`src/rtl/mii_pkg.sv`:
```
// Shared definitions for the MII block packer.
//   - Control-code constants (idle, start, terminate, error).
//   - Frame-state enum used by the frame checker.
//   - Lane-count type. It holds eight lanes, so it assumes CTRL_WIDTH = 8.
//   - is_legal_ctrl(): true for the four control codes that may appear on
//     the MII with ctrl = 1.
package mii_pkg;

    localparam logic [7:0] MII_IDLE      = 8'h07;
    localparam logic [7:0] MII_START     = 8'hFB;
    localparam logic [7:0] MII_TERMINATE = 8'hFD;
    localparam logic [7:0] MII_ERROR     = 8'hFE;

    localparam int LANES = 8;

    typedef logic [2:0] lane_t;

    typedef enum logic {
        OUT_FRAME = 1'b0,
        IN_FRAME  = 1'b1
    } frame_state_t;

    function automatic logic is_legal_ctrl(input logic [7:0] code);
        return (code == MII_IDLE) || (code == MII_START) ||
               (code == MII_TERMINATE) || (code == MII_ERROR);
    endfunction

endpackage

```
`src/rtl/mii_frame_checker.sv`:
```
// Frame-structure checker for the MII block packer.
// It tracks Start/Terminate framing, pulses proto_err one cycle after an
// accepted character breaks the sequence or uses an unknown control code,
// and, when MII_PACKER_STATS_EN is defined, keeps saturating frame and
// error counters. When that macro is undefined, both counters are tied to 0.
//
// Ports:
//   clk, rst_n     clock and async active-low reset
//   valid          a character is accepted this cycle
//   data, ctrl     the accepted character and its control flag
//   proto_err      one-cycle strobe, registered
//   frame_count    completed frames (stats build only)
//   err_count      protocol errors (stats build only)
//
// state     | meaning
// OUT_FRAME | between frames; only IDLE/ERROR expected, Start opens a frame
// IN_FRAME  | inside a frame; data/ERROR expected, Terminate closes it
module mii_frame_checker
    import mii_pkg::*;
#(
    parameter logic [7:0] IDLE_CODE      = MII_IDLE,
    parameter logic [7:0] START_CODE     = MII_START,
    parameter logic [7:0] TERMINATE_CODE = MII_TERMINATE,
    parameter logic [7:0] ERROR_CODE     = MII_ERROR
) (
    input  logic        clk,
    input  logic        rst_n,
    input  logic        valid,
    input  logic [7:0]  data,
    input  logic        ctrl,
    output logic        proto_err,
    output logic [31:0] frame_count,
    output logic [31:0] err_count
);

    frame_state_t state, state_next;
    logic is_start, is_term, is_idle, is_legal, err_next;

    assign is_start = ctrl && (data == START_CODE);
    assign is_term  = ctrl && (data == TERMINATE_CODE);
    assign is_idle  = ctrl && (data == IDLE_CODE);
    assign is_legal = is_start || is_term || is_idle || (data == ERROR_CODE);

    always_comb begin
        state_next = state;
        err_next   = 1'b0;
        if (valid) begin
            case (state)
                OUT_FRAME: begin
                    if (is_start)
                        state_next = IN_FRAME;
                    else if (!ctrl || is_term || !is_legal)
                        err_next = 1'b1;
                end
                IN_FRAME: begin
                    if (is_term) begin
                        state_next = OUT_FRAME;
                    end else if (is_idle) begin
                        err_next   = 1'b1;
                        state_next = OUT_FRAME;
                    end else if (is_start || (ctrl && !is_legal)) begin
                        // A repeated Start restarts the frame, so the
                        // state stays IN_FRAME.
                        err_next = 1'b1;
                    end
                end
                default: state_next = OUT_FRAME;
            endcase
        end
    end

    always_ff @(posedge clk or negedge rst_n) begin
        if (!rst_n) begin
            state     <= OUT_FRAME;
            proto_err <= 1'b0;
        end else begin
            state     <= state_next;
            proto_err <= err_next;
        end
    end

`ifdef MII_PACKER_STATS_EN
    logic done_next;
    assign done_next = valid && (state == IN_FRAME) && is_term;

    // The counters update on the same edge as the proto_err strobe.
    always_ff @(posedge clk or negedge rst_n) begin
        if (!rst_n) begin
            frame_count <= '0;
            err_count   <= '0;
        end else begin
            if (done_next && (frame_count != '1))
                frame_count <= frame_count + 32'd1;
            if (err_next && (err_count != '1))
                err_count <= err_count + 32'd1;
        end
    end
`else
    assign frame_count = '0;
    assign err_count   = '0;
`endif

endmodule

```
`src/rtl/mii_block_packer.sv`:
```
// Packs byte-wide MII characters into 64-bit data blocks with an 8-bit
// control block for the 64b/66b encoder.
//   - A Start that arrives off lane 0 flushes the partial block, padded with
//     IDLE, and is then moved to lane 0.
//   - Unknown control codes are replaced by ERROR_CODE in the block.
//   - Optional statistics counters are built when MII_PACKER_STATS_EN is
//     defined.
//
// Ports:
//   clk, i_rst_n               clock and async active-low reset
//   i_valid                    i_tx_data/i_tx_ctrl are accepted this cycle
//   i_tx_data, i_tx_ctrl       MII character and control flag
//   o_data_block, o_ctrl_block packed block; lane 0 is the first received
//   o_block_valid              one-cycle strobe, block outputs are new
//   o_align                    one-cycle strobe, padded flush caused by Start
//   o_proto_err                one-cycle strobe, framing or code violation
//   o_frame_count, o_err_count statistics (0 unless MII_PACKER_STATS_EN)
module mii_block_packer
    import mii_pkg::*;
#(
    parameter int         DATA_WIDTH     = 64,
    parameter int         CTRL_WIDTH     = DATA_WIDTH / 8,
    parameter logic [7:0] IDLE_CODE      = MII_IDLE,
    parameter logic [7:0] START_CODE     = MII_START,
    parameter logic [7:0] TERMINATE_CODE = MII_TERMINATE,
    parameter logic [7:0] ERROR_CODE     = MII_ERROR
) (
    input  logic                  clk,
    input  logic                  i_rst_n,
    input  logic                  i_valid,
    input  logic [7:0]            i_tx_data,
    input  logic                  i_tx_ctrl,
    output logic [DATA_WIDTH-1:0] o_data_block,
    output logic [CTRL_WIDTH-1:0] o_ctrl_block,
    output logic                  o_block_valid,
    output logic                  o_align,
    output logic                  o_proto_err,
    output logic [31:0]           o_frame_count,
    output logic [31:0]           o_err_count
);

    logic [DATA_WIDTH-1:0] asm_data, fill_data, pad_data;
    logic [CTRL_WIDTH-1:0] asm_ctrl, fill_ctrl, pad_ctrl;
    lane_t                 lane_cnt;
    logic                  is_start, is_illegal;
    logic [7:0]            lane_char;

    assign is_start   = i_tx_ctrl && (i_tx_data == START_CODE);
    assign is_illegal = i_tx_ctrl &&
                        (i_tx_data != IDLE_CODE) && (i_tx_data != START_CODE) &&
                        (i_tx_data != TERMINATE_CODE) && (i_tx_data != ERROR_CODE);
    assign lane_char  = is_illegal ? ERROR_CODE : i_tx_data;

    // fill_*: the assembly register with the incoming character written into
    //         the current lane.
    // pad_*:  the assembly register with the current lane and every later
    //         lane replaced by IDLE. Used when Start forces an early flush.
    always_comb begin
        fill_data = asm_data;
        fill_ctrl = asm_ctrl;
        fill_data[{lane_cnt, 3'b000} +: 8] = lane_char;
        fill_ctrl[lane_cnt]                = i_tx_ctrl;
        pad_data = asm_data;
        pad_ctrl = asm_ctrl;
        for (int k = 0; k < CTRL_WIDTH; k++) begin
            if (lane_t'(k) >= lane_cnt) begin
                pad_data[k*8 +: 8] = IDLE_CODE;
                pad_ctrl[k]        = 1'b1;
            end
        end
    end

    always_ff @(posedge clk or negedge i_rst_n) begin
        if (!i_rst_n) begin
            asm_data      <= '0;
            asm_ctrl      <= '0;
            lane_cnt      <= '0;
            o_data_block  <= '0;
            o_ctrl_block  <= '0;
            o_block_valid <= 1'b0;
            o_align       <= 1'b0;
        end else begin
            o_block_valid <= 1'b0;
            o_align       <= 1'b0;
            if (i_valid) begin
                if (is_start && (lane_cnt != '0)) begin
                    o_data_block  <= pad_data;
                    o_ctrl_block  <= pad_ctrl;
                    o_block_valid <= 1'b1;
                    o_align       <= 1'b1;
                    asm_data[7:0] <= START_CODE;
                    asm_ctrl[0]   <= 1'b1;
                    lane_cnt      <= lane_t'(1);
                end else begin
                    asm_data <= fill_data;
                    asm_ctrl <= fill_ctrl;
                    if (lane_cnt == lane_t'(LANES - 1)) begin
                        o_data_block  <= fill_data;
                        o_ctrl_block  <= fill_ctrl;
                        o_block_valid <= 1'b1;
                    end
                    lane_cnt <= lane_cnt + lane_t'(1);
                end
            end
        end
    end

    mii_frame_checker #(
        .IDLE_CODE      (IDLE_CODE),
        .START_CODE     (START_CODE),
        .TERMINATE_CODE (TERMINATE_CODE),
        .ERROR_CODE     (ERROR_CODE)
    ) u_checker (
        .clk         (clk),
        .rst_n       (i_rst_n),
        .valid       (i_valid),
        .data        (i_tx_data),
        .ctrl        (i_tx_ctrl),
        .proto_err   (o_proto_err),
        .frame_count (o_frame_count),
        .err_count   (o_err_count)
    );

endmodule

```
`config.mk`:
```
export PLATFORM = sky130hd
export DESIGN_NAME = mii_block_packer
export DESIGN_NICKNAME = d
export VERILOG_FILES = /design/src/rtl/mii_pkg.sv /design/src/rtl/mii_frame_checker.sv /design/src/rtl/mii_block_packer.sv
export SDC_FILE = /design/constraint.sdc
export NUM_CORES = 1
export LEC_CHECK = 0
export BUFFER_PORTS_ARGS = -buffer_cell sky130_fd_sc_hd__buf_2
export CAP_MARGIN = 40
export CORE_ASPECT_RATIO = 0.9
export CORE_UTILIZATION = 60
export CTS_CLUSTER_DIAMETER = 200
export DETAILED_ROUTE_END_ITERATION = 6
export PLACE_DENSITY = 0.85
export RECOVER_POWER = 100
export SLEW_MARGIN = 0
export SYNTH_ARGS = -nofsm -noshare
export SYNTH_HDL_FRONTEND = slang
export SYNTH_SLANG_ARGS = --single-unit
```
`constraint.sdc`:
```
create_clock -name clk -period 7.1 [get_ports clk]
set_input_delay 0.355 -clock clk [delete_from_list [all_inputs] [get_ports clk]]
set_output_delay 0.355 -clock clk [all_outputs]
set_load 0.05 [all_outputs]
```
==> results of run 1 <==
## cells by family (layout without fill, tap and decap cells)
family | Yosys count | count (layout) | synth area share (%)
other cells | 1 | 64 | 0.0469
fa+ha+maj | 8 | 8 | 1.25
simple gates | 299 | 299 | 18.5
xor+xnor | 1 | 1 | 0.109
mux | 17 | 17 | 2.31
buf+inv | 123 | 132 | 9.77
compound gates | 237 | 237 | 20.8
flops | 151 | 151 | 47.2
## per-stage QoR
step | utilization (%) | cells | total power [W] | setup WS [ns]
2_1_floorplan | - | 900 | 0.00283 | 4.59
3_3_place_gp | 63.5 | 1037 | 0.00320 | 3.20
3_5_place_dp | 64.1 | 1040 | 0.00325 | 3.40
4_1_cts | 68.9 | 1073 | 0.00418 | 3.38
5_1_grt | 67.5 | 1073 | 0.00436 | 1.74
6_report | 67.5 | 1073 | 0.00414 | 2.09
## routing by layer
metal | vias up | part of all wire, % | track usage [%]
li1 | 3015 | - | -
met1 | 3185 | 44 | 44.2
met2 | 363 | 45 | 43.9
met3 | 30 | 8.9 | 7.99
met4 | 0 | 1.9 | 8.76
met5 | - | 0 | 0
## synthesized netlist by cell type (all sizes together) (2+ instances only)
| library cell | n |
|---|---|
| a211o | 5 |
| a211oi | 7 |
| a21boi | 3 |
| a21oi | 35 |
| a221o | 14 |
| a221oi | 4 |
| a22oi | 7 |
| a311o | 2 |
| a311oi | 2 |
| a31oi | 11 |
| a32oi | 5 |
| and2 | 11 |
| and3 | 12 |
| and3b | 2 |
| and4 | 6 |
| buf | 100 |
| clkbuf | 16 |
| dfrtp | 151 |
| ha | 8 |
| inv | 6 |
| mux2 | 12 |
| mux2i | 5 |
| nand2 | 144 |
| nand3 | 18 |
| nand3b | 4 |
| nand4 | 6 |
| nand4b | 4 |
| nor2 | 60 |
| nor2b | 5 |
| nor3 | 14 |
| nor3b | 3 |
| nor4 | 3 |
| o211ai | 8 |
| o21ai | 79 |
| o221ai | 7 |
| o22a | 8 |
| o22ai | 15 |
| o311ai | 2 |
| o31ai | 9 |
| o32ai | 5 |
## tightest hold or removal path, delay by kind of cell
| family | cells | cell delay (ns) |
|---|---|---|
| buf+inv | 1 | 0.18 |
| compound gates | 1 | 0.14 |
| simple gates | 1 | 0.09 |
## worst paths after layout
check,start,to,cells past startpoint
hold / removal,i_tx_data[1],u_checker.proto_err,3
setup reg to reg,lane_cnt[0],o_data_block[43],8
max in group asynchronous,i_rst_n,asm_data[5],4
setup / recovery,lane_cnt[0],o_data_block[43],8
hold reg to reg,o_data_block[13],o_data_block[13],2
min in group asynchronous,i_rst_n,asm_data[22],2
## timing repair
item                      4_1_cts  5_1_grt
hold endpoints to repair       26        0
hold buffers                    1        0
setup buffers                   0        0
## layout make-up
cell class | count | area (um^2) | area share (%)
clock buffer | 19 | 453 | 5.23
multi-input combinational | 626 | 3620 | 41.8
timing repair buffer | 93 | 425 | 4.91
sequential | 151 | 3780 | 43.6
inverter | 7 | 26.3 | 0.303
clock inverter | 13 | 154 | 1.78
tap | 164 | 205 | 2.37
## power groups by stage
stage	Combinational [W]	Clock (W)	Sequential, W
4_1_cts	0.00178	0.000930	0.00147
3_3_place_gp	0.00173	0	0.00147
6_report	0.00173	0.000928	0.00148
2_1_floorplan	0.000787	0	0.00204
3_5_place_dp	0.00177	0	0.00148
5_1_grt	0.00186	0.000975	0.00152
## flip-flops by register name (all words and copies together) (netlist names)
register / count
u_checker.proto_err: 1
o_ctrl_block: 8
lane_cnt: 3
o_align: 1
u_checker.state: 1
o_block_valid: 1
o_data_block: 64
asm_ctrl: 8
asm_data: 64
## cells in the final DEF (no fill, tap or decap), drive strengths merged, types with 8 or more instances in the layout
cell type / n
nand3: 18
and3: 12
clkbuf: 98
o21ai: 79
dfrtp: 151
nor2: 60
and2: 11
a31oi: 11
a221o: 14
buf: 13
o31ai: 9
nor3: 14
ha: 8
a21oi: 35
conb: 64
o22ai: 15
o211ai: 8
nand2: 144
mux2: 12
o22a: 8
==> results list, run 1 <==
- Among all stages on the critical path, the largest delay is contributed by nor3_1.
* DR vias/cell: 6.14
- The filler cells instantiated in the layout total 1016.
* Final Hold Slack: 0.375 ns
- Worst-path maximum fanout: 23
- Clock latency on the worst-skew pair, taken at its later pin, is 0.43 ns.
* Gate Count Post-Synth: 837
* Share of cells above drive strength 1: 8.69%
* Port Buf Inserts: 86
- For the final database, setup skew stands at 0.00560 ns.
* Count of nets left with antenna violations after detail routing: 0
- For this run, the total global-route usage over all layers was measured as 30.1%.
- For this run the aggregate overflow at the end of global routing stands at 0.
- Required time of the worst setup path: 7.36 ns
- The checks that failed: design-rule violations, max-capacitance violations, max-slew violations.
* Shortest period the worst path allows: 5.01 ns
- Among cell families on the critical path, the largest total delay comes from simple AND/OR/NAND/NOR gates.
- Lkg Pwr: 3.80 nW
- Register-to-register path setup slack: 2.09 ns
* HPWL reported at the end of detailed placement: 13.4 mm
- Total Die Area: 13800 um^2
- After floorplanning, the core was divided into 39 placement rows.
- The most numerous cell type found on the critical path is ha_1.
* Data arrival time of the worst path: 5.27 ns
- For the pin with the worst max-slew slack, the measured transition is 4.23 ns.
- The die is 112 um tall.
- Ranking of synthesized cells by area: dfrtp_1 (47%), nand2_1 (6.7%), buf_4 (6.7%), o21ai_0 (4.9%), nor2_1 (2.7%)
* Switching pwr: 0.00194 W
* Setup-failing EPs final: 0
* Post-layout net count: 916
* Io pins: 151
* Unique masters post-synth: 82
- Final wirelength: 20.0 mm
- Buf/Inv on CP: 1
- Routed length per placed instance: 18.6 um
* Delay contributed by the slowest stage of the critical path: 1.72 ns
- The flow ran to the end, but the final reports show violations.
- Htree depth: 4
- Clock tree synthesis inserted a total of 17 buffers.
- RD Place Congestion: 0.929
- Final-report hold violation count: 0
* Worst slew margin relative to its limit: -182%
- Walking the worst path, the cells encountered are clkinv_1 > ha_1 > ha_1 > nand2b_1 > nor3_1 > nor2_4 > nand2_1 > o221ai_1.
- Maximum number of buffers from clock root to sink: 2
- Entering global routing, the biggest net connects 82 pins.
* Share of flip-flops with an asynchronous set or reset after synthesis: 100%
- 0 antenna diodes ended up in the layout.
* Initial Util: 62.3%
- Post-CTS repair changed the size of 0 cells.
- Mapped cell area: 8000 um^2
* Period Utilization, post-route: 70.6%
* Flip-flop and latch count after synthesis: 151
- Worst setup SP type: flop
- After synthesis, flip-flops and latches occupy 47.2% of the total area.
- Mean cell area of the mapped netlist: 9.56 um^2
- In this run switching power makes up 46.8% of total power.
* Vias post-DR: 6593
* Post-DP Area: 8220 um^2
- Most area-hungry cell type in the Yosys netlist: dfrtp_1
- Clk root buf: clkbuf_16
- The critical path in this run is classified as reg -> reg.
- In this run, the clock network consumes 22.4% of the power.
- Relative to the synthesized area, the layout overhead comes to 8.26%.
- The clock drives 151 sinks.
* Unrepaired setup endpoints after global routing: false
- First-pass GRT wire length: 31.6 mm
- After detailed routing, the number of remaining DRC violations is 1.
* Count of TritonRoute iterations in the first routing pass: 7
- During synthesis, Yosys emitted a total of 0 warnings.
* Cell area power density: 478 nW/um^2
* Total Neg Setup Slack: 0 ns
- The initial antenna violation count was 0.
- The most used flip-flop cell after synthesis is dfrtp_1.
- Number of violations reported at the end of detailed-routing iteration 0: 755
* Die span in x: 124 um
- Number of flops mapped to enable cells by yosys: 0
- Post-route cell area: 8660 um^2
- Maximum VDD drop: 0.256 mV
- Number of max-slew violations in the final report: 171
- After clock tree synthesis, the clock-pin slew on the worst setup and hold paths is 0.06 ns.
- TritonCTS built the clock tree.
* Int Pwr: 0.00221 W
* Fraction of post-synthesis cell area in the top cell type by area: 47.2%
- The tightest min-delay check is of the in -> reg type.
* Core area: 12800 um^2
- Part of the total power dissipated in sequential elements: 35.8%
- Maximum frequency from static timing analysis: 0.200 GHz
- The tool flagged a number of max-cap violations equal to 4.
- Via count of the first global-routing pass: 5952
- Part of the power in combinational logic: 41.8%
* Kind of capture point of the worst setup path: flop
(Power assumes the default switching activity.)
==> inputs of run 2 (changes only) <==
--- a/config.mk
+++ b/config.mk
@@ -8,10 +8,10 @@
 export BUFFER_PORTS_ARGS = -buffer_cell sky130_fd_sc_hd__buf_2
 export CAP_MARGIN = 40
 export CORE_ASPECT_RATIO = 0.9
-export CORE_UTILIZATION = 60
+export CORE_UTILIZATION = 56
 export CTS_CLUSTER_DIAMETER = 200
 export DETAILED_ROUTE_END_ITERATION = 6
-export PLACE_DENSITY = 0.85
+export PLACE_DENSITY = 0.8
 export RECOVER_POWER = 100
 export SLEW_MARGIN = 0
 export SYNTH_ARGS = -nofsm -noshare
==> constraint.sdc (replaced) <==
create_clock -name clk -period 4.9 [get_ports clk]
set_input_delay 0.245 -clock clk [delete_from_list [all_inputs] [get_ports clk]]
set_output_delay 0.245 -clock clk [all_outputs]
set_load 0.05 [all_outputs]
==> results list, run 2 (synthesis results as in run 1) <==
- Core area: 14000 um^2
- Worst Clk Skew: 0.0101 ns
* Clock power share: 23.3%
- In this run the tool buffered the top-level ports with 86 buffer cells.
* Critical Path Sink: o_data_block[46]
- Htree depth: 4
* Cells traversed along the worst timing path: clkinv_1 > ha_1 > ha_1 > nand2b_1 > nor3_2 > nor2_2 > nand2_1 > o221ai_1
* Most frequent standard cell in the layout excluding fill and tap cells: dfrtp_1
- Timing would allow up to 0.233 GHz.
- For this run, the slowest stage of the critical path takes 1.06 ns.
- The critical path starts at lane_cnt[0].
- Switching Share: 45.9%
- Share of cells above drive strength 1: 8.70%
- Hold-fix buffer count after cts: 1
- Total Die Area: 14800 um^2
* Pin count of the biggest net entering global routing: 72
* Part of the total power dissipated in sequential elements: 35.5%
- Antenna diodes: 0
- Biggest regs: asm_data (64), o_data_block (64)
* Via count of the first global-routing pass: 5761
- Along the worst hold path, the cell count comes to 3.
- The worst setup path is launched from a flop.
- After clock tree synthesis, the repair step resized 0 gates.
* DR vias/cell: 5.88
- The flow ran to the end, but the final reports show violations.
* DIE HEIGHT: 115 um
- First-pass GRT wire length: 31.1 mm
- Counting every sink on the clock net gives 151.
- For this run, design rule violations remaining after detail routing come to 0.
- Final core utilization: 62.3%
* Register area: 3780 um^2
* Unrepaired setup endpoints after global routing: false
- The worst register-to-register path has a depth of 8.
- Switching pwr: 0.00278 W
* Number of violations reported at the end of detailed-routing iteration 0: 581
- Num CTS Buffers: 17
* Cell family with most CP delay: simple AND/OR/NAND/NOR gates
- Summed over all layers, the global routing overflow is 0.
* Total Neg Setup Slack: 0 ns
- The number of buffers and inverters on the critical path is 1.
- Reg clk slew, reported paths: 0.06 ns
* Clock tree from TritonCTS: yes
- The worst register-to-register path begins at lane_cnt[0].
* Count of nets left with antenna violations after detail routing: 0
- Cell repeated most along the worst path: ha_1
- The path class of the tightest hold or removal check is in -> reg.
- Clk_lat worst skew: 0.42 ns
- Worst slew margin relative to its limit: -57.2%
- Maximum number of buffers from clock root to sink: 2
- Summing all multi-input logic gate instances after layout gives 3630 um^2.
- Per report_power, the combinational group accounts for 41.3% of the total.
* Commonest cells after routing, fill and taps aside: dfrtp_1 (151), nand2_1 (143), o21ai_0 (79), clkbuf_1 (79), conb_1 (64)
* Worst-path maximum fanout: 23
- On the critical path, the stage with the largest delay is an instance of nor3_2.
- Endpoint of the lowest-slack register-to-register path: o_data_block[46]
* Io pins: 151
- The critical path runs through a total of 8 cells.
- In this run the clock root is driven by a clkbuf_16.
- Lkg Pwr: 3.81 nW
- Maximum VDD drop: 0.410 mV
- The area growth from synthesis to layout is 8.98%.
- In the final design database the tool counted 916 nets.
* Period Utilization, post-route: 87.5%
- Buffers added to address setup during post-CTS repair amount to 0.
- Die span in x: 128 um
- Cell area power density: 693 nW/um^2
- Max-cap violations: 1
- Cell internal power was estimated by the tool at 0.00327 W.
- RD Place Congestion: 0.858
- Required time of the worst setup path: 5.18 ns
* Slew of the pin with the lowest slew margin: 2.36 ns
- Std cell rows: 41
- Register-to-register path setup slack: 0.61 ns
- Violations in the final reports: max-capacitance violations, max-slew violations
- After layout, the minimum clock period comes to 4.29 ns.
- Detailed placement ended at an HPWL of 13.2 mm.
- Count of TritonRoute iterations in the first routing pass: 5
- Number of max-slew violations in the final report: 42
- Kind of capture point of the worst setup path: flop
- Summing over every cut layer, the via total after detailed routing is 6472.
* Setup-failing EPs final: 0
- Final-report hold violation count: 0
* Final wirelength: 19.9 mm
* Number of antenna violations at the first check in global routing: 0
* Global Route Usage Sum: 27.9%
- Initial Util: 57.1%
* Routed length per placed instance: 18.1 um
- Filler cells: 1220
* Total power draw: 0.00604 W
- The worst setup path is of the reg -> reg kind.
* Data arrival time of the worst path: 4.56 ns
==> run 2: worst min-delay path by stage <==
| stage | slack, ns | endpoint | start |
|---|---|---|---|
| 6_report | 0.26 | u_checker.proto_err | i_tx_data[1] |
| 5_1_grt | 0.26 | u_checker.proto_err | i_valid |
| 4_1_cts | 0.24 | u_checker.proto_err | i_tx_data[1] |
| 3_5_place_dp | 0.19 | o_data_block[22] | i_rst_n |
| 3_3_place_gp | 0.45 | o_data_block[22] | i_rst_n |
| 2_1_floorplan | -0.05 | asm_ctrl[0] | i_rst_n |
==> run 2: area by class of cell <==
cell class / instances / share of cell area, %
clock buffer: 24 / 5.64
clock inverter: 7 / 1.62
inverter: 7 / 0.301
multi-input combinational: 626 / 41.6
sequential: 151 / 43.3
tap: 193 / 2.77
timing repair buffer: 93 / 4.69
==> run 2: metrics by stage <==
step	setup WS, ns	cell area (um^2)	hold WS [ns]	cells
2_1_floorplan	2.39	8240	-0.0506	900
4_1_cts	1.03	8880	0.238	1101
3_5_place_dp	1.04	8240	0.190	1069
3_3_place_gp	1.21	8200	0.446	1067
5_1_grt	0.371	8720	0.262	1101
6_report	0.614	8720	0.257	1101
==> run 2: tightest hold or removal path: cells and delay by family <==
kind,cells,cell delay (ns)
AO/OA/AOI/OAI,1,0.13
buffers and inverters,1,0.18
AND/OR/NAND/NOR,1,0.09
==> run 2: routing by layer <==
metal  GRT usage [%]  part of all wire, %
met1            40.4                   47
met2            40.8                   44
met5               0                    0
met3            5.82                  6.9
met4            12.1                  2.5
==> run 2: power groups by stage <==
stage	sequential (W)	combinational, W	clock, W
after detailed placement	0.00214	0.00256	0
final	0.00214	0.00249	0.00141
after global routing	0.00220	0.00268	0.00148
after CTS	0.00213	0.00257	0.00142
after global placement	0.00213	0.00251	0
after floorplan	0.00296	0.00114	0
==> inputs of run 3 (changes only) <==
--- a/config.mk
+++ b/config.mk
@@ -13,6 +13,7 @@
 export DETAILED_ROUTE_END_ITERATION = 6
 export PLACE_DENSITY = 0.8
 export RECOVER_POWER = 100
+export REMOVE_ABC_BUFFERS = 1
 export SLEW_MARGIN = 0
 export SYNTH_ARGS = -nofsm -noshare
 export SYNTH_HDL_FRONTEND = slang
==> results list, run 3 (synthesis results as in run 1) <==
- Int Pwr: 0.00319 W
* Commonest cells after routing, fill and taps aside: dfrtp_1 (151), nand2_1 (143), o21ai_0 (79)
- Share of cells above drive strength 1: 9.24%
- For the worst setup path, the data required time is 5.25 ns.
- For this block, the via count after detailed routing is 6487.
- At the later pin of the worst-skew pair, clock insertion delay measures 0.43 ns.
- Setup slack of the critical path after layout: 0.818 ns
- Final Hold Slack: 0.255 ns
- Endpoint of the lowest-slack register-to-register path: o_data_block[20]
- The worst pin sits at a relative slew slack of -87.4%.
- Worst Clk Skew: 0.00489 ns
* Period Utilization, post-route: 83.3%
- Post-placement cell count: 1069
- In the routed layout, each cell is associated on average with a via count of 5.89.
- After detailed routing, the number of remaining DRC violations is 0.
* Clock power share: 22.4%
- Buffers inserted during clock tree synthesis total 17.
- Core area: 14000 um^2
- DIE HEIGHT: 115 um
- The analysis attributes to cell leakage a power of 3.81 nW.
- Broken down by cell family, the worst path's largest delay share belongs to buffers and inverters.
- RD Place Congestion: 0.876
* Part of the power in combinational logic: 41.6%
- For the worst flop-to-flop path, the logic depth is 10.
- Maximum number of buffers from clock root to sink: 2
- Switching Share: 46.3%
* Kind of capture point of the worst setup path: flop
- Startpoint of the lowest-slack register-to-register path: lane_cnt[0]
- VDD sags by at most 0.412 mV.
* Slowest cell on the critical path: dfrtp_1
- Global routing finished with a remaining overflow of 0.
- In this run the core area contains 41 standard-cell rows.
* Hold-critical path depth: 3
* Clk sinks: 151
- Count of TritonRoute iterations in the first routing pass: 7
* Filler cells: 1233
- Post-placement setup slack: 1.18 ns
- Setup violations remaining at the end of the flow were counted as 0.
- Final cell count without fillers: 1102
- For this run, the slowest stage of the critical path takes 0.77 ns.
* Unrepaired setup endpoints after global routing: false
- The number of buffers and inverters on the critical path is 3.
- Max-cap violations: 1
- First-pass GRT wire length: 30.8 mm
- Initial Util: 57.1%
* Final-report hold violation count: 0
- Shortest period the worst path allows: 4.08 ns
* Worst setup SP type: flop
- At the worst endpoint, the arrival time is 4.43 ns.
- Hold Crit Start: i_tx_data[1]
- The H-tree was split into 4 levels.
- The largest registers in the layout are asm_data (64), o_data_block (64).
- Hold-fix buffer count after cts: 1
- After clock tree synthesis, the clock-pin slew on the worst setup and hold paths is 0.06 ns.
- Dividing the detail-routed wire length by the instance count gives 17.8 um.
- Cell area power density: 683 nW/um^2
* Part of the total power dissipated in sequential elements: 36.0%
- Violations in the final reports: max-capacitance violations, max-slew violations
- The worst register-to-register path has a setup slack of 0.82 ns.
* Count of cells resized by post-cts repair: 0
* Global Route Usage Sum: 27.4%
* Worst-path maximum fanout: 25
- Number of max-slew violations in the final report: 51
* Cells traversed along the worst timing path: clkinv_1 > ha_1 > ha_1 > and3b_1 > a31oi_4 > inv_1 > buf_4 > and3_1 > a21oi_1 > o211ai_1
* Die span in x: 128 um
- Most frequent standard cell in the layout excluding fill and tap cells: dfrtp_1
* Clock tree from TritonCTS: yes
- The worst hold path terminates at u_checker.proto_err.
- HPWL reported at the end of detailed placement: 13.1 mm
* Min-Delay Path Class: in -> reg
- Result of the run: finished with violations
- Maximum frequency from static timing analysis: 0.245 GHz
- Number of violations reported at the end of detailed-routing iteration 0: 697
- Via count of the first global-routing pass: 5641
- Count of nets left with antenna violations after detail routing: 0
* Worst setup path category: reg -> reg
* Antenna diodes: 0
* Final core utilization: 62.3%
* Port Buf Inserts: 86
- Post-layout net count: 916
- In this run the power spent charging and discharging nets is 0.00276 W.
- Counting stages on the worst path, the most repeated cell is ha_1.
- Final wirelength: 19.6 mm
- Entering global routing, the biggest net connects 64 pins.
- Total Die Area: 14800 um^2
- 151 I/O pins were placed.
- Number of antenna violations at the first check in global routing: 0
- Setup Fix Bufs, Post-CTS: 0
- At the pin with the least slew margin, the transition time is 2.81 ns.
- Clk root buf: clkbuf_16
* Layout Area Growth over Synthesis: 8.96%
-- run 3: cell types whose count changed in the layout (fill, tap and decap cells not counted), sizes merged --
cell / change
clkbuf: +1
bufinv: -2
clkinvlp: +1
clkinv: +1
-- run 3: layout make-up --
type,instances,area (um^2),area share [%]
Sequential cell,151,3780,43.3
Tap cell,193,241,2.77
Inverter,7,26.3,0.301
Multi-Input combinational cell,626,3660,41.9
Timing Repair Buffer,93,409,4.69
Clock inverter,7,90.1,1.03
Clock buffer,25,515,5.91
-- run 3: tightest hold or removal path, stage by stage --
cell,delay [ns]
buf_2,0.18
nand2_1,0.09
o211a_1,0.14
-- run 3: how the worst max path moves through the flow --
stage,start,end,slack [ns],cells after the start
floorplan,lane_cnt[0],o_data_block[60],-0.04,9
global placement,lane_cnt[0],o_data_block[20],1.34,10
detailed placement,lane_cnt[0],o_data_block[59],1.18,8
CTS,lane_cnt[0],o_data_block[59],1.16,8
global route,lane_cnt[0],o_data_block[7],0.57,8
finish,lane_cnt[0],o_data_block[20],0.82,10
-- run 3: per-stage QoR --
| step | instance area, um^2 | TNS [ns] | total power [W] |
|---|---|---|---|
| floorplan | 7480 | -0.185 | 0.00402 |
| global placement | 8200 | 0 | 0.00463 |
| detailed placement | 8240 | 0 | 0.00469 |
| CTS | 8850 | 0 | 0.00603 |
| global route | 8720 | 0 | 0.00627 |
| finish | 8720 | 0 | 0.00595 |
-- run 3: routing by layer --
metal  vias to the layer above  share of wire (%)  wire [um]  global-route usage (%)
met1                      3150                 46       9060                    41.6
met4                         0                1.9        380                    10.0
met5                         -                  0          0                       0
met2                       283                 45       8780                    38.9
li1                       3018                  -          -                       -
met3                        36                7.2       1420                    5.26
-- run 3: power groups by stage --
| stage | Clock, W | Combinational, W | Sequential (W) |
|---|---|---|---|
| global placement | 0 | 0.00249 | 0.00214 |
| detailed placement | 0 | 0.00254 | 0.00215 |
| CTS | 0.00134 | 0.00256 | 0.00213 |
| floorplan | 0 | 0.00103 | 0.00299 |
| finish | 0.00133 | 0.00248 | 0.00214 |
| global route | 0.00139 | 0.00267 | 0.00221 |
